[src/rtl/mem_arbiter_pkg.sv]
// Shared definitions for the two-port memory-unit arbiter: FSM encoding,
// transfer-length codes and IO address decode.
package mem_arbiter_pkg;

  typedef enum logic [1:0] {
    ST_IDLE    = 2'd0,
    ST_BUSY_IF = 2'd1,
    ST_BUSY_LS = 2'd2,
    ST_DONE    = 2'd3
  } state_t;

  typedef enum logic {
    GNT_IF = 1'b0,
    GNT_LS = 1'b1
  } grant_t;

  localparam logic [2:0] LEN_B = 3'b000;
  localparam logic [2:0] LEN_H = 3'b001;
  localparam logic [2:0] LEN_W = 3'b010;
  localparam int         LEN_UNSIGNED_BIT = 2;

  localparam logic [1:0] IO_HI_BITS_DEF = 2'b11;

  function automatic logic is_io_addr(input logic [31:0] addr, input logic [1:0] hi_bits);
    return (addr[17:16] == hi_bits);
  endfunction

endpackage

[src/rtl/mem_arbiter.sv]
// Arbitrates instruction-fetch and load/store requests onto a single memory
// unit; one transfer in flight, round-robin on ties, ifetch cancel via flush.
module mem_arbiter
  import mem_arbiter_pkg::*;
#(
  parameter logic [1:0] IO_HI_BITS = IO_HI_BITS_DEF
) (
  input  logic        clk_in,
  input  logic        rst_in,
  input  logic        rdy_in,
  input  logic        if_valid,
  input  logic [31:0] if_addr,
  output logic        if_ready,
  output logic [31:0] if_data,
  input  logic        flush,
  input  logic        ls_valid,
  input  logic        ls_wr,
  input  logic [31:0] ls_addr,
  input  logic [2:0]  ls_len,
  input  logic [31:0] ls_data,
  output logic        ls_ready,
  output logic [31:0] ls_data_out,
  input  logic        io_buffer_full,
  output logic        mu_valid,
  output logic        mu_wr,
  output logic [31:0] mu_addr,
  output logic [2:0]  mu_len,
  output logic [31:0] mu_data,
  input  logic        mu_ready,
  input  logic [31:0] mu_rdata
);

  state_t      r_state;
  state_t      w_state_nxt;
  grant_t      r_last_grant;
  logic        r_drop;
  logic        r_mu_valid;
  logic        r_mu_wr;
  logic [31:0] r_mu_addr;
  logic [2:0]  r_mu_len;
  logic [31:0] r_mu_data;
  logic [31:0] r_if_data;
  logic [31:0] r_ls_data;

  logic        w_if_req;
  logic        w_io_wr;
  logic        w_ls_req;
  logic        w_gnt_if;
  logic        w_gnt_ls;
  logic        w_complete;
  logic        w_flush_eff;

  // A flushed fetch is never granted; an IO store waits while the UART is full.
  assign w_if_req    = if_valid && !flush;
  assign w_io_wr     = ls_valid && ls_wr && is_io_addr(ls_addr, IO_HI_BITS);
  assign w_ls_req    = ls_valid && !(w_io_wr && io_buffer_full);
  assign w_flush_eff = flush && rdy_in;

  always_ff @(posedge clk_in) begin
    if (rst_in) begin
      r_state <= ST_IDLE;
    end else if (rdy_in) begin
      r_state <= w_state_nxt;
    end
  end

  always_comb begin
    w_state_nxt = r_state;
    w_gnt_if    = 1'b0;
    w_gnt_ls    = 1'b0;
    w_complete  = 1'b0;
    if_ready    = 1'b0;
    ls_ready    = 1'b0;
    case (r_state)
      ST_IDLE: begin
        if (w_ls_req && (!w_if_req || r_last_grant == GNT_IF)) begin
          w_gnt_ls    = 1'b1;
          w_state_nxt = ST_BUSY_LS;
        end else if (w_if_req) begin
          w_gnt_if    = 1'b1;
          w_state_nxt = ST_BUSY_IF;
        end
      end
      ST_BUSY_IF, ST_BUSY_LS: begin
        if (mu_ready) begin
          w_complete  = 1'b1;
          w_state_nxt = ST_DONE;
        end
      end
      ST_DONE: begin
        w_state_nxt = ST_IDLE;
        if (r_last_grant == GNT_IF) begin
          if_ready = !r_drop && !w_flush_eff;
        end else begin
          ls_ready = 1'b1;
        end
      end
      default: w_state_nxt = ST_IDLE;
    endcase
  end

  always_ff @(posedge clk_in) begin
    if (rst_in) begin
      r_last_grant <= GNT_IF;
      r_drop       <= 1'b0;
      r_mu_valid   <= 1'b0;
      r_mu_wr      <= 1'b0;
      r_mu_addr    <= '0;
      r_mu_len     <= '0;
      r_mu_data    <= '0;
      r_if_data    <= '0;
      r_ls_data    <= '0;
    end else if (rdy_in) begin
      if (w_gnt_if) begin
        r_mu_valid   <= 1'b1;
        r_mu_wr      <= 1'b0;
        r_mu_addr    <= if_addr;
        r_mu_len     <= LEN_W;
        r_mu_data    <= '0;
        r_last_grant <= GNT_IF;
      end else if (w_gnt_ls) begin
        r_mu_valid   <= 1'b1;
        r_mu_wr      <= ls_wr;
        r_mu_addr    <= ls_addr;
        r_mu_len     <= ls_len;
        r_mu_data    <= ls_data;
        r_last_grant <= GNT_LS;
      end

      // A fetch flushed at any point of its transfer completes silently.
      if (w_complete) begin
        r_mu_valid <= 1'b0;
        if (r_state == ST_BUSY_IF && !(r_drop || flush)) begin
          r_if_data <= mu_rdata;
        end
        if (r_state == ST_BUSY_LS && !r_mu_wr) begin
          r_ls_data <= mu_rdata;
        end
      end

      if (r_state == ST_BUSY_IF && flush) begin
        r_drop <= 1'b1;
      end else if (r_state == ST_DONE) begin
        r_drop <= 1'b0;
      end
    end
  end

  assign mu_valid    = r_mu_valid;
  assign mu_wr       = r_mu_wr;
  assign mu_addr     = r_mu_addr;
  assign mu_len      = r_mu_len;
  assign mu_data     = r_mu_data;
  assign if_data     = r_if_data;
  assign ls_data_out = r_ls_data;

endmodule

[config.mk]
export PLATFORM = sky130hd
export DESIGN_NAME = mem_arbiter
export DESIGN_NICKNAME = d
export VERILOG_FILES = /design/src/rtl/mem_arbiter_pkg.sv /design/src/rtl/mem_arbiter.sv
export SDC_FILE = /design/constraint.sdc
export NUM_CORES = 1
export LEC_CHECK = 0
export BUFFER_PORTS_ARGS = -buffer_cell sky130_fd_sc_hd__buf_2
export CAP_MARGIN = 20
export CORE_MARGIN = 3
export CORE_UTILIZATION = 45
export CTS_CLUSTER_SIZE = 20
export DETAILED_ROUTE_END_ITERATION = 16
export PLACE_DENSITY = 0.82
export SETUP_SLACK_MARGIN = 0.3
export SLEW_MARGIN = 10
export SYNTH_ARGS = -nofsm -noshare
export SYNTH_HDL_FRONTEND = slang
export SYNTH_SLANG_ARGS = --single-unit
[constraint.sdc]
create_clock -name clk_in -period 2.4 [get_ports clk_in]
set_input_delay 0.36 -clock clk_in [delete_from_list [all_inputs] [get_ports clk_in]]
set_output_delay 0.36 -clock clk_in [all_outputs]
set_load 0.01 [all_outputs]
## Yosys cells after proc, flatten, opt, wreduce, memory -nomap -nowiden

Cells that the tools add are included.

| word-level totals | value |
|---|---|
| register bits | 137 |
| output and inout bits | 135 |
| input port bits | 140 |

| operators by class | value |
|---|---|
| mux-type cells | 29 |
| reduce and logical (&&, ||, !) cells | 31 |
| bitwise operators | 1 |
| equal/unequal tests | 6 |

Operators with widths:

| cell | count |
|---|---|
| 32-bit 2-to-1 mux | 4 |
| 1-bit 2-to-1 mux | 19 |
| 1-bit logical AND | 11 |
| 3-bit AND reduction | 3 |
| 1-bit logical NOT | 7 |
| 2-bit == test, second input constant | 3 |
| 2-bit 2-to-1 mux | 3 |
| 3-bit 2-to-1 mux | 2 |
| 2-bit case mux with 3 select lines | 1 |
| 2-bit AND reduction | 3 |
| 2-bit nonzero test | 2 |
| 3-bit != test, second input constant | 1 |
| 3-bit nonzero test | 1 |
| 2-bit by 1-bit == test with 1-bit output, second input constant | 1 |
| 2-bit logical NOT | 1 |
| 1-bit logical OR | 2 |
| 2-bit != test, second input constant | 1 |
| 2-bit OR reduction | 1 |
| 1-bit inverter | 1 |

## Logic depth before layout (Yosys ltp)

Gate-level depths: netlist of the first run.

| depth | value |
|---|---|
| depth after elaboration | 11 |
| mapped depth | 9 |

## Worst setup path after synthesis of the first run

Ideal clock, no wire load.

| timing | value |
|---|---|
| path type | register to register |
| start point | reg r_state[0] |
| end point | reg r_if_data[10], in the netlist if_data[10] |
| period minus slack after synthesis | 1,868 ps |
| path slack | 532 ps |
| data required time | 2,268 ps |
| setup time | 132 ps |
| data arrival time | 1,736 ps |
| cell stages (with the launch flop) | 9 |
| cell sequence | dfxtp_1 -> inv_1 -> ha_1 -> nand3_2 -> or4b_1 -> clkbuf_1 -> buf_2 -> nand2_1 -> a21oi_1 |

| on the way | value |
|---|---|
| longest elaborated chain between the ends | 4 |
| elaborated cells between the ends (all ways) | 6 |
| those cells by class | 2 x eq/ne; 1 x mux; 3 x reduce/logical |

Ends and longest elaborated chain:

| what | RTL line | source |
|---|---|---|
| start: declaration | mem_arbiter.sv:33 | `state_t r_state;` |
| start signal: assignment | mem_arbiter.sv:63 | `r_state <= w_state_nxt;` |
| 2-bit by 1-bit == test with 1-bit output or 2-bit == test (tied branches) | mem_arbiter.sv:74, mem_arbiter.sv:133 |  |
| 2-bit OR reduction | mem_arbiter.sv:74 | `case (r_state)` |
| 1-bit 2-to-1 mux | mem_arbiter.sv:74 |  |
| 3-bit AND reduction (no line) * | -- |  |
| end signal: assignment | mem_arbiter.sv:134 | `r_if_data <= mu_rdata;` |
| end: declaration | mem_arbiter.sv:42 | `logic [31:0] r_if_data;` |

Every way passes the cells marked *; elsewhere a longest branch is shown, timed or not.
A chain may end at the register's enable or synchronous reset.

## Final worst setup path of the first run

| timing | value |
|---|---|
| start point | reg r_state[0] |
| end point | reg r_if_data[29], in the netlist if_data[29] |

Same word-level chain as after synthesis.

==> results_tabular.tex, run 1 <==
\begin{tabular}{lr}
\hline
Metric & Value \\
\hline
\multicolumn{2}{l}{\textbf{Status}} \\
\quad Result of the run & finished clean \\
\multicolumn{2}{l}{\textbf{STA}} \\
\quad Final setup TNS & 0 ps \\
\quad Worst Setup Slack, final & 405 ps \\
\quad Count of final setup violators & 0 \\
\quad Final critical-path required period & 2000 ps \\
\quad Final Hold Fails & 0 \\
\quad Fin. max-slew vios & 0 \\
\quad Setup repair after global routing missed its margin & no \\
\quad Fmax achieved & 501 MHz \\
\quad Final period util & 83.1\% \\
\quad Max-slew headroom & 68.0\% \\
\quad Pin slew with the least headroom to its limit & 478 ps \\
\quad Post-Route Skew & 7.84 ps \\
\multicolumn{2}{l}{\textbf{Pwr}} \\
\quad Clock power share & 45.2\% \\
\quad Worst IR drop on VDD & 0.799 mV \\
\quad Leak pwr & 3.49 nW \\
\quad Internal portion of total power & 4.47 mW \\
\quad Reg power frac & 41.2\% \\
\quad Power share of the combinational group & 13.6\% \\
\quad P per Cell Area & 807 nW/um\^{}2 \\
\quad Switching fraction of total power & 25.1\% \\
\quad Switch Pwr & 1.50 mW \\
\quad Total power draw & 5.97 mW \\
\multicolumn{2}{l}{\textbf{Cells and area}} \\
\quad Count of inserted antenna diode cells & 0 \\
\quad Combined flip-flop and latch cell area & 2740 sq um \\
\quad Non-Filler Instances & 1007 \\
\quad Area growth, synth to finish & 42.7\% \\
\quad Net count of the finished layout & 998 \\
\quad Final cell area excluding filler cells & 7390 sq um \\
\quad Area of the multi-input gates & 2160 sq um \\
\quad \# fillers & 923 \\
\quad Proportion of layout cells with a drive suffix above 1 & 39.4\% \\
\multicolumn{2}{l}{\textbf{Clocking}} \\
\quad Clock root buffer master & sky130\_fd\_sc\_hd\_\_clkbuf\_16 \\
\quad Cts bufs inserted & 17 \\
\quad Clock Latency Late Sink & 420 ps \\
\quad Clock edge transition at the registers on the reported setup and hold paths & 60 ps \\
\quad Total clock sinks & 137 \\
\quad Number of buffers on the longest clock path & 2 \\
\quad Number of hold buffers added after CTS & 0 \\
\quad H-tree level count & 4 \\
\quad Clock tree from TritonCTS & done \\
\multicolumn{2}{l}{\textbf{Synth}} \\
\quad Most instantiated cells after synthesis & sky130\_fd\_sc\_hd\_\_nand2\_1 (162), sky130\_fd\_sc\_hd\_\_dfxtp\_1 (137), sky130\_fd\_sc\_hd\_\_a21oi\_1 (96) \\
\quad Synth warn & 0 \\
\quad Most used standard cell by instance count after synthesis & sky130\_fd\_sc\_hd\_\_nand2\_1 \\
\quad Number of synthesized register bits & 137 \\
\quad Proportion of synthesized flip-flops having asynchronous set or reset & 0\% \\
\quad Sequential cell area fraction in the yosys report & 52.9\% \\
\quad Cell type with the highest aggregate area in the netlist & sky130\_fd\_sc\_hd\_\_dfxtp\_1 \\
\quad Average instance area after synthesis & 8.75 sq um \\
\quad Net Count, Synth & 736 \\
\quad Area of the mapped netlist & 5180 sq um \\
\quad Primary FF master, synth & sky130\_fd\_sc\_hd\_\_dfxtp\_1 \\
\quad Area share of the leading cell type in the synthesized netlist & 52.9\% \\
\quad Number of different library cells in the post-synthesis netlist & 39 \\
\quad Post-synth EDFFs & 0 \\
\quad Biggest area contributors in the synthesized netlist & sky130\_fd\_sc\_hd\_\_dfxtp\_1 (53\%), sky130\_fd\_sc\_hd\_\_nand2\_1 (12\%), sky130\_fd\_sc\_hd\_\_a21oi\_1 (9.3\%) \\
\quad Synthesized instance count & 592 \\
\multicolumn{2}{l}{\textbf{Worst setup path}} \\
\quad Biggest fanout along the worst timing path & 32 \\
\quad Nature of the critical path startpoint & flop \\
\quad Worst path arrival time & 2280 ps \\
\quad Worst path cell trace & inv\_1, ha\_2, nand3\_4, or4b\_1, buf\_6, nand2\_1, a21oi\_1 \\
\quad Required time of the critical path & 2680 ps \\
\quad Critical-path cell with the highest stage delay & sky130\_fd\_sc\_hd\_\_or4b\_1 \\
\quad Crit Path Class & reg -> reg \\
\quad Category of the worst setup path capture point & flop \\
\quad Maximum single-stage delay on the critical path & 500 ps \\
\multicolumn{2}{l}{\textbf{Global routing}} \\
\quad GRT Util Overall & 24.2\% \\
\quad Pin count of the biggest net entering global routing & 66 \\
\quad Number of antenna violations at the first check in global routing & 0 \\
\quad Total global routing overflow & 0 \\
\quad Via count of the first global-routing pass & 5045 \\
\quad First-pass GRT wire length & 25100 um \\
\multicolumn{2}{l}{\textbf{Die}} \\
\quad Area of the die & 12800 sq um \\
\quad Number of top-level pins & 275 \\
\quad Core ar. & 11000 sq um \\
\quad Number of placement rows & 38 \\
\quad Initial standard-cell utilization of the core & 47.0\% \\
\quad Die extent in x & 113 um \\
\quad DIE HEIGHT & 113 um \\
\multicolumn{2}{l}{\textbf{Route}} \\
\quad Average detailed-routed wire length per instance & 16.1 um \\
\quad Remaining DRCs & 0 \\
\quad Ratio of routed vias to standard cells & 5.20 \\
\quad Remaining antenna violation count & 0 \\
\quad Number of violations reported at the end of detailed-routing iteration 0 & 460 \\
\quad Sum of routed wire length over all layers & 16200 um \\
\quad DR pass1 iterations & 4 \\
\quad Vias & 5236 \\
\multicolumn{2}{l}{\textbf{Place}} \\
\quad Post-place instance area & 6710 sq um \\
\quad HPWL after DPL & 11100 um \\
\quad Pre-CTS setup slack & 357 ps \\
\quad Number of buffers added on ports & 274 \\
\quad Routability cong. & 0.829 \\
\quad Cell Count Post-Placement & 973 \\
\multicolumn{2}{l}{\textbf{Worst hold path}} \\
\quad Class of the tightest hold or removal check & in -> reg \\
\multicolumn{2}{l}{\textbf{Flow run}} \\
\quad Number of maximum-capacitance violations & 0 \\
\hline
\end{tabular}
==> worst max-delay path, delay by kind of cell (launching register included) <==
| kind | cells | cell delay, ps |
|---|---|---|
| compound gates | 1 | 70 |
| flops | 1 | 380 |
| simple gates | 3 | 720 |
| buf+inv | 2 | 310 |
| fa+ha+maj | 1 | 390 |
==> metrics by stage <==
step           util, %  hold slack [ps]
3_5_place_dp      60.8              443
6_report          67.0              148
4_1_cts           66.4              132
5_1_grt           67.0              135
2_1_floorplan        -              481
3_3_place_gp      60.8              438
==> cell usage in the layout, fill, tap and decap left out, drive strengths merged, types with 2 or more instances in the layout <==
cell type  Yosys  routed
clkbuf        26      22
nand3          2       2
a32oi          2       2
a21oi         96      96
a22o          35      35
dfxtp        137     137
nand4          2       2
nand2b         3       3
nand2        162     162
clkinv         0       5
bufinv         0       3
nor3           5       5
nor2           4       4
a221oi        32      32
inv           35      36
o21ai          3       3
buf           21     289
nor2b          5       5
clkinvlp       0       2
ha             4       4
==> per-layer routing <==
metal,global-route usage (%),share of wire (%),vias to the layer above,wire length [um]
li1,-,-,2561,-
met1,29.5,41,2430,6730
met2,39.2,48,219,7800
met3,8.50,8.6,26,1390
met4,9.38,1.8,0,292
met5,0,0,-,0
==> power groups by stage <==
stage | combinational [mW] | sequential [mW] | clock, mW
finish | 0.810 | 2.46 | 2.70
global route | 0.885 | 2.47 | 2.83
CTS | 0.774 | 2.46 | 2.73
detailed placement | 0.766 | 2.51 | 0
global placement | 0.758 | 2.50 | 0
floorplan | 0.371 | 2.56 | 0
==> sequential cells by signal (all words and copies together), names as in the netlist <==
| register | flops |
|---|---|
| mu_valid | 1 |
| if_data | 32 |
| mu_addr | 32 |
| r_state | 2 |
| mu_data | 32 |
| mu_len | 3 |
| r_last_grant | 1 |
| ls_data_out | 32 |
| r_drop | 1 |
| mu_wr | 1 |
==> cells by family after synthesis <==
kind of cell | count (synthesis) | synth area share, %
and+or+nand+nor | 192 | 15.7
AOI/OAI and AO/OA | 176 | 23.7
DFF | 137 | 52.9
buffers and inverters | 82 | 6.49
adders and majority gates | 4 | 0.966
muxes | 1 | 0.193
==> final timing paths <==
check | startpoint | end | slack (ps) | cells past startpoint
max | r_state[0] | if_data[29] | 400 | 7
min | ls_data[22] | mu_data[22] | 150 | 2
max reg2reg | r_state[0] | if_data[29] | 400 | 7
min reg2reg | ls_data_out[26] | ls_data_out[26] | 450 | 2
==> repair_timing <==
item,in CTS,in global routing
setup endpoints to repair,0,66
setup buffers,0,1
gates resized for setup,0,7
==> cell type report <==
cell class,count,area share (%)
well taps,140,2.37
clock buffers,21,6.36
inverters,35,1.78
multi-input cells,373,29.3
flip-flops and latches,137,37.1
clock inverters,11,1.93
repair buffers,290,21.2
Note: power is estimated with default switching activity, not from simulation.
==> run 2: changes to the inputs <==
==> constraint.sdc (replaced) <==
create_clock -name clk_in -period 1.9 [get_ports clk_in]
set_input_delay 0.285 -clock clk_in [delete_from_list [all_inputs] [get_ports clk_in]]
set_output_delay 0.285 -clock clk_in [all_outputs]
set_load 0.01 [all_outputs]
==> run 2 against run 1 <==
  * Flip-flop and latch count did not move
  * Core utilization rose by 11 points
  * Via count rose by 7.6%
  * Setup slack got worse by 310 ps
  * Maximum frequency rose by 11%
  * Sequential share of layout area fell by 5.3 points
  * Combinational power rose by 90%
  * Critical endpoint is now ls_data_out[17]
  * Design area rose by 17%
  * Clock skew fell by 0.52 ps
  * Wire length rose by 14%
  * Critical path depth rose by 1
  * Largest power group is now registers
  * Critical path type unchanged
==> results_tabular.tex, run 2 (synthesis gave the netlist of run 1 again) <==
\begin{tabular}{lr}
\hline
Metric & Value \\
\hline
\multicolumn{2}{l}{\textbf{Clocking}} \\
\quad Clock edge transition at the registers on the reported setup and hold paths & 60 ps (about the same) \\
\quad Clock root buffer master & sky130\_fd\_sc\_hd\_\_clkbuf\_16 (unchanged) \\
\quad Total clock sinks & 137 (unchanged) \\
\quad Clock tree from TritonCTS & done (unchanged) \\
\quad Number of buffers on the longest clock path & 2 (unchanged) \\
\quad Clock Latency Late Sink & 410 ps (was 420 ps) \\
\quad Cts bufs inserted & 17 (unchanged) \\
\quad H-tree level count & 4 (unchanged) \\
\quad Number of hold buffers added after CTS & 0 (unchanged) \\
\multicolumn{2}{l}{\textbf{Worst setup path}} \\
\quad Critical-path cell with the highest stage delay & sky130\_fd\_sc\_hd\_\_or3b\_4 (was sky130\_fd\_sc\_hd\_\_or4b\_1) \\
\quad R2r worst-path depth & 8 (was 7) \\
\quad Biggest fanout along the worst timing path & 8 (was 32) \\
\quad Nature of the critical path startpoint & flop (unchanged) \\
\quad Start of the worst register-to-register path & r\_state[0] (unchanged) \\
\quad Category of the worst setup path capture point & flop (unchanged) \\
\quad Worst path arrival time & 2080 ps (was 2280 ps) \\
\quad Worst reg-to-reg setup slack & 90 ps (was 400 ps) \\
\quad Crit Path Class & reg -> reg (unchanged) \\
\quad Maximum single-stage delay on the critical path & 450 ps (was 500 ps) \\
\quad FF-to-FF End & ls\_data\_out[17] (was if\_data[29]) \\
\quad CP startpoint & r\_state[0] (unchanged) \\
\quad Required time of the critical path & 2180 ps (was 2680 ps) \\
\quad Worst path cell trace & inv\_4, ha\_4, nand3\_4, or3b\_4, buf\_6, buf\_16, nand2\_1, a21oi\_2 (was inv\_1, ha\_2, nand3\_4, or4b\_1, buf\_6, nand2\_1, a21oi\_1) \\
\quad Critical path destination & ls\_data\_out[17] (was if\_data[29]) \\
\multicolumn{2}{l}{\textbf{STA}} \\
\quad Post-Route Skew & 7.32 ps (was 7.84 ps) \\
\quad Final setup TNS & 0 ps (unchanged) \\
\quad Max-slew headroom & 66.3\% (was 68.0\%) \\
\quad Pin slew with the least headroom to its limit & 505 ps (was 478 ps) \\
\quad Fin. max-slew vios & 0 (unchanged) \\
\quad Final critical-path required period & 1810 ps (was 2000 ps) \\
\quad Final period util & 95.0\% (was 83.1\%) \\
\quad Setup repair after global routing missed its margin & yes (was no) \\
\quad Fmax achieved & 554 MHz (was 501 MHz) \\
\quad Final Hold Fails & 0 (unchanged) \\
\quad Count of final setup violators & 0 (unchanged) \\
\quad Worst Setup Slack, final & 95.0 ps (was 405 ps) \\
\multicolumn{2}{l}{\textbf{Route}} \\
\quad Number of violations reported at the end of detailed-routing iteration 0 & 539 (was 460) \\
\quad Sum of routed wire length over all layers & 18500 um (was 16200 um) \\
\quad Remaining antenna violation count & 0 (unchanged) \\
\quad Vias & 5636 (was 5236) \\
\quad Ratio of routed vias to standard cells & 5.36 (was 5.20) \\
\quad Average detailed-routed wire length per instance & 17.6 um (was 16.1 um) \\
\quad Remaining DRCs & 0 (unchanged) \\
\quad DR pass1 iterations & 5 (was 4) \\
\multicolumn{2}{l}{\textbf{Global routing}} \\
\quad Number of antenna violations at the first check in global routing & 0 (unchanged) \\
\quad Total global routing overflow & 0 (unchanged) \\
\quad First-pass GRT wire length & 27600 um (was 25100 um) \\
\quad Via count of the first global-routing pass & 5583 (was 5045) \\
\quad Pin count of the biggest net entering global routing & 92 (was 66) \\
\quad GRT Util Overall & 26.9\% (was 24.2\%) \\
\multicolumn{2}{l}{\textbf{Die}} \\
\quad Area of the die & 12800 sq um (unchanged) \\
\quad Number of placement rows & 38 (unchanged) \\
\quad Initial standard-cell utilization of the core & 47.0\% (unchanged) \\
\quad Core ar. & 11000 sq um (unchanged) \\
\quad DIE HEIGHT & 113 um (unchanged) \\
\quad Number of top-level pins & 275 (unchanged) \\
\quad Die extent in x & 113 um (unchanged) \\
\multicolumn{2}{l}{\textbf{Pwr}} \\
\quad Leak pwr & 4.05 nW (was 3.49 nW) \\
\quad Total power draw & 7.73 mW (was 5.97 mW) \\
\quad P per Cell Area & 894 nW/um\^{}2 (was 807 nW/um\^{}2) \\
\quad Worst IR drop on VDD & 0.672 mV (was 0.799 mV) \\
\multicolumn{2}{l}{\textbf{Place}} \\
\quad Number of buffers added on ports & 274 (unchanged) \\
\quad HPWL after DPL & 10700 um (was 11100 um) \\
\quad Pre-CTS setup slack & 66.6 ps (was 357 ps) \\
\quad Routability cong. & 0.849 (was 0.829) \\
\quad Cell Count Post-Placement & 972 (was 973) \\
\multicolumn{2}{l}{\textbf{Cells and area}} \\
\quad Count of inserted antenna diode cells & 0 (unchanged) \\
\quad Non-Filler Instances & 1051 (was 1007) \\
\quad Area growth, synth to finish & 66.9\% (was 42.7\%) \\
\quad Proportion of layout cells with a drive suffix above 1 & 51.4\% (was 39.4\%) \\
\quad Most common cell after layout, fill and taps aside & sky130\_fd\_sc\_hd\_\_buf\_2 (unchanged) \\
\quad Highest-count cells in the layout ignoring fill and taps & sky130\_fd\_sc\_hd\_\_buf\_2 (273), sky130\_fd\_sc\_hd\_\_dfxtp\_1 (135), sky130\_fd\_sc\_hd\_\_nand2\_1 (127), sky130\_fd\_sc\_hd\_\_a21oi\_1 (70), sky130\_fd\_sc\_hd\_\_a22o\_1 (35) (was sky130\_fd\_sc\_hd\_\_buf\_2 (273), sky130\_fd\_sc\_hd\_\_nand2\_1 (162), sky130\_fd\_sc\_hd\_\_dfxtp\_1 (136), sky130\_fd\_sc\_hd\_\_a21oi\_1 (96)) \\
\quad Net count of the finished layout & 1042 (was 998) \\
\quad \# fillers & 724 (was 923) \\
\multicolumn{2}{l}{\textbf{Flow run}} \\
\quad Number of maximum-capacitance violations & 0 (unchanged) \\
\multicolumn{2}{l}{\textbf{Worst hold path}} \\
\quad Hold path cells & 2 (unchanged) \\
\quad Class of the tightest hold or removal check & in -> reg (unchanged) \\
\multicolumn{2}{l}{\textbf{Status}} \\
\quad Result of the run & finished clean (unchanged) \\
\hline
\end{tabular}
## run 2: changes by cell type in the layout (fill, tap and decap cells not counted), moves of 9 or more
| cell | delta |
|---|---|
| sky130_fd_sc_hd__a221oi_1 | -12 |
| sky130_fd_sc_hd__nand2_4 | +15 |
| sky130_fd_sc_hd__buf_12 | +9 |
| sky130_fd_sc_hd__buf_6 | +14 |
| sky130_fd_sc_hd__nand2_1 | -35 |
| sky130_fd_sc_hd__nand2_2 | +20 |
| sky130_fd_sc_hd__a21oi_1 | -26 |
| sky130_fd_sc_hd__buf_16 | +15 |
| sky130_fd_sc_hd__a21oi_2 | +25 |
| sky130_fd_sc_hd__a221oi_2 | +12 |
## run 2: through the flow
stage	instance area [sq um]	hold WS, ps	utilization, %
floorplan	5360	410	-
global placement	6860	435	62.2
detailed placement	6860	442	62.2
CTS	8340	70.6	75.6
global route	8650	65.8	78.4
finish	8650	81.4	78.4
## run 2: worst max-delay path: cells and delay by family, from the launching register on
kind | cells | cell delay, ps
flops | 1 | 380
compound gates | 1 | 60
buf+inv | 3 | 320
simple gates | 3 | 630
fa+ha+maj | 1 | 270
## run 2: layer usage
metal	vias to the layer above	track usage (%)	share of wire, %
li1	2665	-	-
met1	2664	30.8	39
met2	268	47.8	52
met3	39	7.65	7.2
met4	0	9.54	2.3
met5	-	0	0
## run 2: area by class of cell
| type | count | area [sq um] | area share, % |
|---|---|---|---|
| Sequential cell | 137 | 2750 | 31.8 |
| Clock inverter | 13 | 109 | 1.26 |
| Multi-Input combinational cell | 373 | 2560 | 29.6 |
| Inverter | 35 | 136 | 1.58 |
| Timing Repair Buffer | 334 | 2470 | 28.6 |
| Tap cell | 140 | 175 | 2.03 |
| Clock buffer | 19 | 443 | 5.12 |
## run 2: worst min-delay path by stage
stage                          from         endpoint  slack [ps]
CTS                     ls_data[11]      mu_data[11]          70
floorplan                ls_data[0]       mu_data[0]         410
global route             ls_data[0]       mu_data[0]          70
finish                  ls_data[11]      mu_data[11]          80
detailed placement   ls_data_out[2]   ls_data_out[2]         440
global placement    ls_data_out[22]  ls_data_out[22]         440
## run 2: where the power goes
part	switching, mW	total [mW]	internal [mW]	leakage (nW)
clock	1.34	3.07	1.73	0.252
sequential	0.0934	3.12	3.03	1.12
combinational	0.731	1.54	0.806	2.68
total	2.16	7.73	5.57	4.05
## run 2: timing repair
item | CTS | global route
cloned | 16 | 5
resized for setup | 86 | 48
pin swaps | 34 | 58
setup buffers | 22 | 4
setup endpoints to repair | 133 | 137
==> run 3: changes to the inputs <==
--- a/config.mk
+++ b/config.mk
@@ -12,7 +12,6 @@
 export CTS_CLUSTER_SIZE = 20
 export DETAILED_ROUTE_END_ITERATION = 16
 export PLACE_DENSITY = 0.82
-export SETUP_SLACK_MARGIN = 0.3
 export SLEW_MARGIN = 10
 export SYNTH_ARGS = -nofsm -noshare
 export SYNTH_HDL_FRONTEND = slang
==> run 3 against run 2 <==
  * Maximum frequency shrank 1.8%
  * Total power shrank 0.61%
  * Die area is the same
  * Flip-flop and latch count is the same
  * Global-route usage shrank 2.3 points
  * Non-clock buffer count shrank 35
  * Setup slack lost 32 ps
  * Combinational power shrank 28%
  * Sequential power is essentially flat
  * Worst hold slack lost 5.6 ps
  * Sequential share of layout area grew 4.2 points
  * Core utilization shrank 9.2 points
  * Largest cell class unchanged
  * Largest power group is now clock
==> results_tabular.tex, run 3 (synthesis gave the netlist of run 1 again) <==
\begin{tabular}{lr}
\hline
Metric & Value \\
\hline
\multicolumn{2}{l}{\textbf{Route}} \\
\quad DR pass1 iterations & 5 (unchanged) \\
\quad Remaining antenna violation count & 0 (unchanged) \\
\quad Number of violations reported at the end of detailed-routing iteration 0 & 367 (was 539) \\
\quad Sum of routed wire length over all layers & 16200 um (was 18500 um) \\
\quad Ratio of routed vias to standard cells & 5.23 (was 5.36) \\
\quad Vias & 5316 (was 5636) \\
\quad Remaining DRCs & 0 (unchanged) \\
\quad Average detailed-routed wire length per instance & 16.0 um (was 17.6 um) \\
\multicolumn{2}{l}{\textbf{STA}} \\
\quad Min Hold Slack & 75.8 ps (was 81.4 ps) \\
\quad Setup repair after global routing missed its margin & no (was yes) \\
\quad Max-slew headroom & 58.0\% (was 66.3\%) \\
\quad Final setup TNS & 0 ps (unchanged) \\
\quad Final Hold Fails & 0 (unchanged) \\
\quad Fmax achieved & 544 MHz (was 554 MHz) \\
\quad Post-Route Skew & 13.1 ps (was 7.32 ps) \\
\quad Pin slew with the least headroom to its limit & 630 ps (was 505 ps) \\
\quad Final period util & 96.7\% (was 95.0\%) \\
\quad Fin. max-slew vios & 0 (unchanged) \\
\quad Count of final setup violators & 0 (unchanged) \\
\quad Final critical-path required period & 1840 ps (was 1810 ps) \\
\multicolumn{2}{l}{\textbf{Cells and area}} \\
\quad Most common cell after layout, fill and taps aside & sky130\_fd\_sc\_hd\_\_buf\_2 (unchanged) \\
\quad Area growth, synth to finish & 47.2\% (was 66.9\%) \\
\quad Net count of the finished layout & 1007 (was 1042) \\
\quad Count of inserted antenna diode cells & 0 (unchanged) \\
\quad Highest-count cells in the layout ignoring fill and taps & sky130\_fd\_sc\_hd\_\_buf\_2 (273), sky130\_fd\_sc\_hd\_\_nand2\_1 (162), sky130\_fd\_sc\_hd\_\_dfxtp\_1 (135), sky130\_fd\_sc\_hd\_\_a21oi\_1 (96), sky130\_fd\_sc\_hd\_\_a22o\_1 (35) (was sky130\_fd\_sc\_hd\_\_buf\_2 (273), sky130\_fd\_sc\_hd\_\_dfxtp\_1 (135), sky130\_fd\_sc\_hd\_\_nand2\_1 (127), sky130\_fd\_sc\_hd\_\_a21oi\_1 (70), sky130\_fd\_sc\_hd\_\_a22o\_1 (35)) \\
\quad Non-Filler Instances & 1016 (was 1051) \\
\quad Proportion of layout cells with a drive suffix above 1 & 40.4\% (was 51.4\%) \\
\multicolumn{2}{l}{\textbf{Place}} \\
\quad Number of buffers added on ports & 274 (unchanged) \\
\quad Cell Count Post-Placement & 979 (was 972) \\
\quad HPWL after DPL & 11100 um (was 10700 um) \\
\quad Routability cong. & 0.800 (was 0.849) \\
\multicolumn{2}{l}{\textbf{Clocking}} \\
\quad H-tree level count & 4 (unchanged) \\
\quad Cts bufs inserted & 17 (unchanged) \\
\quad Clock edge transition at the registers on the reported setup and hold paths & 60 ps (about the same) \\
\quad Clock root buffer master & sky130\_fd\_sc\_hd\_\_clkbuf\_16 (unchanged) \\
\quad Number of buffers on the longest clock path & 2 (unchanged) \\
\quad Clock Latency Late Sink & 420 ps (was 410 ps) \\
\quad Clock tree from TritonCTS & done (unchanged) \\
\quad Total clock sinks & 137 (unchanged) \\
\multicolumn{2}{l}{\textbf{Die}} \\
\quad Number of placement rows & 38 (unchanged) \\
\quad Area of the die & 12800 sq um (unchanged) \\
\quad Die extent in x & 113 um (unchanged) \\
\quad Number of top-level pins & 275 (unchanged) \\
\quad Initial standard-cell utilization of the core & 47.0\% (unchanged) \\
\quad DIE HEIGHT & 113 um (unchanged) \\
\quad Core ar. & 11000 sq um (unchanged) \\
\multicolumn{2}{l}{\textbf{Worst setup path}} \\
\quad Worst path arrival time & 2190 ps (was 2080 ps) \\
\quad Critical path destination & mu\_data[2] (was ls\_data\_out[17]) \\
\quad Required time of the critical path & 2250 ps (was 2180 ps) \\
\quad Biggest fanout along the worst timing path & 35 (was 8) \\
\quad Nature of the critical path startpoint & flop (unchanged) \\
\quad Category of the worst setup path capture point & flop (unchanged) \\
\quad R2r worst-path depth & 8 (unchanged) \\
\quad Crit Path Class & reg -> reg (unchanged) \\
\quad Worst reg-to-reg setup slack & 60 ps (was 90 ps) \\
\quad CP startpoint & r\_state[0] (unchanged) \\
\quad FF-to-FF End & mu\_data[2] (was ls\_data\_out[17]) \\
\quad Start of the worst register-to-register path & r\_state[0] (unchanged) \\
\multicolumn{2}{l}{\textbf{Pwr}} \\
\quad P per Cell Area & 1010 nW/um\^{}2 (was 894 nW/um\^{}2) \\
\quad Worst IR drop on VDD & 0.792 mV (was 0.672 mV) \\
\quad Leak pwr & 3.59 nW (was 4.05 nW) \\
\multicolumn{2}{l}{\textbf{Global routing}} \\
\quad Met1 Resource Use GR & 29.8\% (was 30.8\%) \\
\quad Met3 routing resource usage after global routing & 7.75\% (was 7.65\%) \\
\quad Pin count of the biggest net entering global routing & 64 (was 92) \\
\quad Number of antenna violations at the first check in global routing & 0 (unchanged) \\
\quad Met2 Use GR & 40.0\% (was 47.8\%) \\
\quad First-pass GRT wire length & 25300 um (was 27600 um) \\
\quad Most heavily used metal layer in global routing & met2 (unchanged) \\
\quad Via count of the first global-routing pass & 5104 (was 5583) \\
\quad GRT Util Overall & 24.6\% (was 26.9\%) \\
\quad Total global routing overflow & 0 (unchanged) \\
\multicolumn{2}{l}{\textbf{Flow run}} \\
\quad Number of maximum-capacitance violations & 0 (unchanged) \\
\multicolumn{2}{l}{\textbf{Status}} \\
\quad Result of the run & finished clean (unchanged) \\
\multicolumn{2}{l}{\textbf{Worst hold path}} \\
\quad Class of the tightest hold or removal check & in -> reg (unchanged) \\
\hline
\end{tabular}
## run 3: changes by cell type in the layout (fill, tap and decap cells not counted), moves of 4 or more
cell                         previous run  this run
sky130_fd_sc_hd__nand2_4               15         0
sky130_fd_sc_hd__nand2_2               20         0
sky130_fd_sc_hd__clkbuf_8               1         6
sky130_fd_sc_hd__buf_6                 15         2
sky130_fd_sc_hd__inv_6                  5         0
sky130_fd_sc_hd__buf_16                15         1
sky130_fd_sc_hd__a21oi_1               70        96
sky130_fd_sc_hd__clkinvlp_4             6         0
sky130_fd_sc_hd__a221oi_1              10        20
sky130_fd_sc_hd__a221oi_2              22        12
sky130_fd_sc_hd__nand2_1              127       162
sky130_fd_sc_hd__buf_12                13         9
sky130_fd_sc_hd__a21oi_2               25         0
## run 3: worst min path at each step
stage,start,end,slack (ps),cells after the start
final,ls_data[31],mu_data[31],80,2
after global routing,ls_data[11],mu_data[11],70,2
after CTS,ls_data[15],mu_data[15],70,2
after detailed placement,if_data[22],if_data[22],440,2
after global placement,if_data[6],if_data[6],440,2
after floorplan,ls_data[10],mu_data[10],410,1
## run 3: area by class of cell
| class | count | area [sq um] |
|---|---|---|
| clock buffer | 26 | 519 |
| sequential | 137 | 2750 |
| timing repair buffer | 299 | 1740 |
| fill | 878 | 3400 |
| tap | 140 | 175 |
| inverter | 35 | 131 |
| clock inverter | 6 | 109 |
| multi-input combinational | 373 | 2210 |
## run 3: through the flow
| stage | area, sq um | utilization, % | setup slack, ps | power (mW) |
|---|---|---|---|---|
| after floorplan | 5180 | - | 31.9 | 3.70 |
| after global placement | 6810 | 61.7 | 23.1 | 4.15 |
| after detailed placement | 6810 | 61.7 | -21.8 | 4.17 |
| after CTS | 7500 | 68.0 | -13.4 | 7.65 |
| after global routing | 7630 | 69.2 | 7.00 | 7.99 |
| final | 7630 | 69.2 | 62.8 | 7.68 |
## run 3: worst max-delay path, stage by stage (launching register included)
cell	delay [ps]
sky130_fd_sc_hd__dfxtp_2	370
sky130_fd_sc_hd__inv_2	70
sky130_fd_sc_hd__ha_4	160
sky130_fd_sc_hd__and3_1	180
sky130_fd_sc_hd__a32oi_4	240
sky130_fd_sc_hd__buf_12	160
sky130_fd_sc_hd__nor2b_2	180
sky130_fd_sc_hd__buf_12	210
sky130_fd_sc_hd__a22o_1	190
## run 3: power breakdown
group	total (mW)	internal (mW)	leakage (nW)	switching [mW]
combinational	1.11	0.523	2.16	0.589
sequential	3.11	3.03	1.11	0.0840
clock	3.46	2.27	0.311	1.18
## run 3: metal layers
| layer | part of all wire, % | up-vias |
|---|---|---|
| met3 | 9.2 | 34 |
| met4 | 2.8 | 0 |
| met5 | 0 | - |
| li1 | - | 2580 |
| met1 | 40 | 2462 |
| met2 | 48 | 240 |
## run 3: repair_timing
| item | CTS | global route |
|---|---|---|
| pin swaps | 0 | 1 |
| resized for setup | 8 | 11 |
| hold buffers | 0 | 0 |
| endpoints found under the hold margin | 0 | 0 |
| buffers inserted | 0 | 2 |
| setup endpoints to repair | 25 | 90 |
| cloned | 1 | 2 |
